**src/rtl/bin_to_bcd4.sv**
```systemverilog
// rtl/bin_to_bcd4.sv - sequential shift-and-add-3 binary to 4-digit BCD converter
// Results are held in output registers and only updated on the commit cycle.
module bin_to_bcd4 #(
   parameter int DW = 14
) (
   input  logic          clk,
   input  logic          rst,
   input  logic [DW-1:0] bin,
   input  logic          start,
   output logic          busy,
   output logic          done,
   output logic          ovf,
   output logic [3:0]    x0,
   output logic [3:0]    x1,
   output logic [3:0]    x2,
   output logic [3:0]    x3
);

   typedef enum logic [1:0] {
      IDLE   = 2'd0,
      SHIFT  = 2'd1,
      COMMIT = 2'd2
   } state_t;

   localparam logic [3:0] CNT_INIT = 4'(DW);

   state_t        state_q, state_d;
   logic [DW-1:0] bin_sr_q, bin_sr_d;
   logic [15:0]   scratch_q, scratch_d;
   logic [3:0]    cnt_q, cnt_d;
   logic          ovf_pend_q, ovf_pend_d;
   logic          done_q, done_d;
   logic          ovf_q, ovf_d;
   logic [15:0]   x_q, x_d;
   logic [14:0]   adj;
   logic [13:0]   bin_ext;

   assign bin_ext = 14'(bin);

   always_comb begin
      adj = '0;
      for (int i = 0; i < 3; i++) begin
         adj[i*4 +: 4] = scratch_q[i*4 +: 4] + ((scratch_q[i*4 +: 4] >= 4'd5) ? 4'd3 : 4'd0);
      end
      // The thousands nibble's carry-out is shifted away; it only matters above 9999.
      adj[14:12] = 3'(scratch_q[15:12] + ((scratch_q[15:12] >= 4'd5) ? 4'd3 : 4'd0));
   end

   always_comb begin
      state_d    = state_q;
      bin_sr_d   = bin_sr_q;
      scratch_d  = scratch_q;
      cnt_d      = cnt_q;
      ovf_pend_d = ovf_pend_q;
      done_d     = 1'b0;
      ovf_d      = ovf_q;
      x_d        = x_q;
      case (state_q)
         IDLE: begin
            if (start) begin
               bin_sr_d   = bin;
               scratch_d  = '0;
               cnt_d      = CNT_INIT;
               ovf_pend_d = (bin_ext > 14'd9999);
               state_d    = SHIFT;
            end
         end
         SHIFT: begin
            scratch_d = {adj, bin_sr_q[DW-1]};
            bin_sr_d  = {bin_sr_q[DW-2:0], 1'b0};
            cnt_d     = cnt_q - 4'd1;
            if (cnt_q == 4'd1) begin
               state_d = COMMIT;
            end
         end
         COMMIT: begin
            done_d  = 1'b1;
            ovf_d   = ovf_pend_q;
            x_d     = ovf_pend_q ? 16'hFFFF : scratch_q;
            state_d = IDLE;
         end
         default: state_d = IDLE;
      endcase
   end

   always_ff @(posedge clk) begin
      if (rst) begin
         state_q    <= IDLE;
         bin_sr_q   <= '0;
         scratch_q  <= '0;
         cnt_q      <= '0;
         ovf_pend_q <= 1'b0;
         done_q     <= 1'b0;
         ovf_q      <= 1'b0;
         x_q        <= '0;
      end else begin
         state_q    <= state_d;
         bin_sr_q   <= bin_sr_d;
         scratch_q  <= scratch_d;
         cnt_q      <= cnt_d;
         ovf_pend_q <= ovf_pend_d;
         done_q     <= done_d;
         ovf_q      <= ovf_d;
         x_q        <= x_d;
      end
   end

   assign busy = (state_q != IDLE);
   assign done = done_q;
   assign ovf  = ovf_q;
   assign x0   = x_q[3:0];
   assign x1   = x_q[7:4];
   assign x2   = x_q[11:8];
   assign x3   = x_q[15:12];

endmodule

```
**config.mk**
```make
export PLATFORM = sky130hd
export DESIGN_NAME = bin_to_bcd4
export DESIGN_NICKNAME = d
export VERILOG_FILES = /design/src/rtl/bin_to_bcd4.sv
export SDC_FILE = /design/constraint.sdc
export NUM_CORES = 1
export LEC_CHECK = 0
export CAP_MARGIN = 10
export CORE_MARGIN = 3
export CORE_UTILIZATION = 59
export CTS_BUF_LIST = sky130_fd_sc_hd__clkbuf_8
export DETAILED_ROUTE_END_ITERATION = 10
export DONT_BUFFER_PORTS = 1
export PLACE_DENSITY = 0.78
export SLEW_MARGIN = 10
export SYNTH_ARGS = -nofsm -noshare
export SYNTH_HDL_FRONTEND = slang
export SYNTH_SLANG_ARGS = --single-unit
export TNS_END_PERCENT = 20
```
**constraint.sdc**
```tcl
create_clock -name clk -period 1.65 [get_ports clk]
set_input_delay 0.165 -clock clk [delete_from_list [all_inputs] [get_ports clk]]
set_output_delay 0.165 -clock clk [all_outputs]
set_load 0.1 [all_outputs]
```
==> impl_metrics.ini <==
[die]
io-pin-count = 36
core_um2 = 4060
rows = 23
die-area_um2 = 5080
die_h_um = 71.2
start_util_pct = 61.9
die_x_um = 71.2

[critical_path]
crit_fanout = 3
path_cells = o21ai_2 > nand2b_1 > ha_2 > buf_6 > a21o_1 > and4b_1 > a221o_1
critPathTopFamily = compound AO/OA/AOI/OAI gates
critPathLaunchType = flip-flop
required_ps = 1850
crit_buf_inv = 1
slowest_delay_ps = 340
worst-setup-path-type = reg -> reg
critical_path.slowest_cell = dfxtp_2
critPathArrivalTime_ps = 1830
endpoint_kind = flip-flop

[detailed_routing]
drtIter0Drc = 181
vias_per_cell = 5.75
routed_wl_mm = 5.57
drc = 0
post_drt_wl_per_cell_um = 15.4
drtPass1Iterations = 4
ant_nets = 0
vias = 2082

[timing]
rsz0062_at_grt = yes
fin_skew_ps = 7.47
slew_viol_final = 0
finalCriticalPeriod_ps = 1630
setup_viol = 0
worst_slew_pin_slew_ps = 619
relSlewSlack_pct = 58.7
hold_violations = 0
post-route-period-util_pct = 98.6
setup_tns_ps = 0
max_freq_mhz = 614
hold_slack_ps = 7.84

[placed_design]
dp_hpwl_mm = 3.66
portBuffers = 0
dp_cells = 346
placed_cell_area_um2 = 2780
gp_congestion = 0.770

[power]
vdd_ir_drop_max_mv = 0.587
cellLeakagePower_uw = 0.00128
pwr_density_cell_nw_per_um2 = 918

[global_route]
track_usage_pct = 22.7
grt_max_degree = 38
globalRouteOverflowTotal = 0
first_global_vias = 1963
antenna_found_initial = 0
grt_pass1_wl_mm = 9.23

[final_layout]
fin_cells = 362
fill_cells = 274
fin_area_um2 = 3050
antenna_cells = 0
drive_above_1_share_pct = 25.0
area_growth_syn_to_layout_pct = 21.3
final_common_cell = nor2_1
num-nets-final = 341
mostFrequentLayoutCells = nor2_1, dfxtp_1, buf_4, nand2_1, a211oi_1

[logic_synthesis]
synth_edf_count = 0
ys_warn_count = 0
synth_seq_cells = 55
ys_async_sr_fraction_pct = 0
syn_avg_cell_area_um2 = 9.13
synth-main-ff-cell = dfxtp_1
syn_area_um2 = 2510
postSynthCellCount = 275
yosysSeqAreaShare_pct = 43.8
ys_types = 43
syn_nets = 305

[worst_hold_path]
hp-class = in -> reg

[clock_tree]
cts.sinks = 55
cts_tree = done
clkTransAtPathRegs_ps = 100
clk_latency_ps = 310
cts-htree-levels = 2
cts_buffer_depth = 2
ctsRootBufferMaster = clkbuf_8
cts_made_buffers = 5

[status]
outcome = finished, final reports clean

[job]
maxCapViolCount = 0
==> synth_stat cells, types with 2 or more instances <==
master	instances	area (um^2)
buf_6	3	33.8
o2bb2ai_1	2	17.5
nor3_1	3	15.0
buf_2	10	50.1
a221o_1	3	30.0
a21o_1	3	22.5
nor2b_1	2	12.5
a311oi_1	11	96.3
nor3b_2	2	25.0
a22o_1	7	61.3
nand2b_1	5	31.3
nand2_1	26	97.6
buf_1	2	7.51
inv_1	9	33.8
buf_4	2	15.0
ha_1	9	113
dfxtp_1	55	1100
a21oi_1	3	15.0
a22oi_1	5	37.5
o21ai_0	6	30.0
a211oi_1	19	143
xnor2_1	3	26.3
clkbuf_1	2	7.51
mux2i_1	2	20.0
and4b_1	3	30.0
fa_1	4	80.1
xor2_1	2	17.5
nor2_1	54	203
and2_1	4	25.0
==> worst reg2reg max path, stage by stage (launching register included) <==
cell and delay (ps):
dfxtp_2 340, o21ai_2 120, nand2b_1 120, ha_2 220
buf_6 110, a21o_1 170, and4b_1 190, a221o_1 270
==> area by class of cell <==
class / count / area (um^2) / area share (%)
Clock buffer: 5 / 68.8 / 2.26
Clock inverter: 3 / 67.6 / 2.22
Inverter: 9 / 33.8 / 1.11
Multi-Input combinational cell: 192 / 1310 / 42.9
Sequential cell: 55 / 1110 / 36.4
Tap cell: 50 / 62.6 / 2.05
Timing Repair Buffer: 48 / 399 / 13.1
==> registers in the layout, summed over array words and instances, names as in the netlist <==
signal and cells:
state_q 2, done 1, scratch_q 16, ovf 1, bin_sr_q 14, ovf_pend_q 1
x_q 16, cnt_q 4
==> path summary, 6_finish.rpt <==
kind	cells after the start	slack, ps	startpoint	to
worst min-delay path	2	8	bin[9]	bin_sr_q[9]
worst min register to register	2	480	bin_sr_q[4]	bin_sr_q[5]
worst max-delay path	7	20	scratch_q[1]	scratch_q[4]
worst max register to register	7	20	scratch_q[1]	scratch_q[4]
==> per-layer routing <==
metal	vias up	global-route usage, %	routed length, um
met2	58	35.8	2660
met4	0	8.56	101
met1	971	29.7	2510
met5	-	0	0
met3	12	6.31	304
li1	1041	-	-
==> power by group <==
part           internal (uW)  total [uW]  switching [uW]
clock                    605        1040             440
sequential              1380        1430            47.1
combinational            118         320             202
==> logic make-up (layout without fill, tap and decap cells) <==
group,after synthesis,in the layout,share of synthesized area (%)
mux,2,2,0.797
fa+ha+maj,13,13,7.67
flops,55,55,43.8
simple gates,108,108,19.9
buf+inv,28,65,5.88
compound gates,64,64,20.1
xor+xnor,5,5,1.74
==> through the flow <==
step / util (%) / power [uW] / setup slack, ps
after floorplan: - / 1710 / 8.78
after global placement: 68.4 / 1740 / 44.4
after detailed placement: 68.4 / 1750 / -45.6
after CTS: 73.5 / 2800 / 12.2
after global routing: 75.1 / 2900 / -79.3
final: 75.1 / 2800 / 22.4
==> timing repair <==
action | 4_1_cts | 5_1_grt
endpoints found under the setup margin | 4 | 6
hold buffers | 5 | 0
gates resized for setup | 5 | 18
pin swaps | 1 | 9
buffers inserted | 1 | 2
endpoints found under the hold margin | 38 | 0
Power figures use the tool's default switching activity.
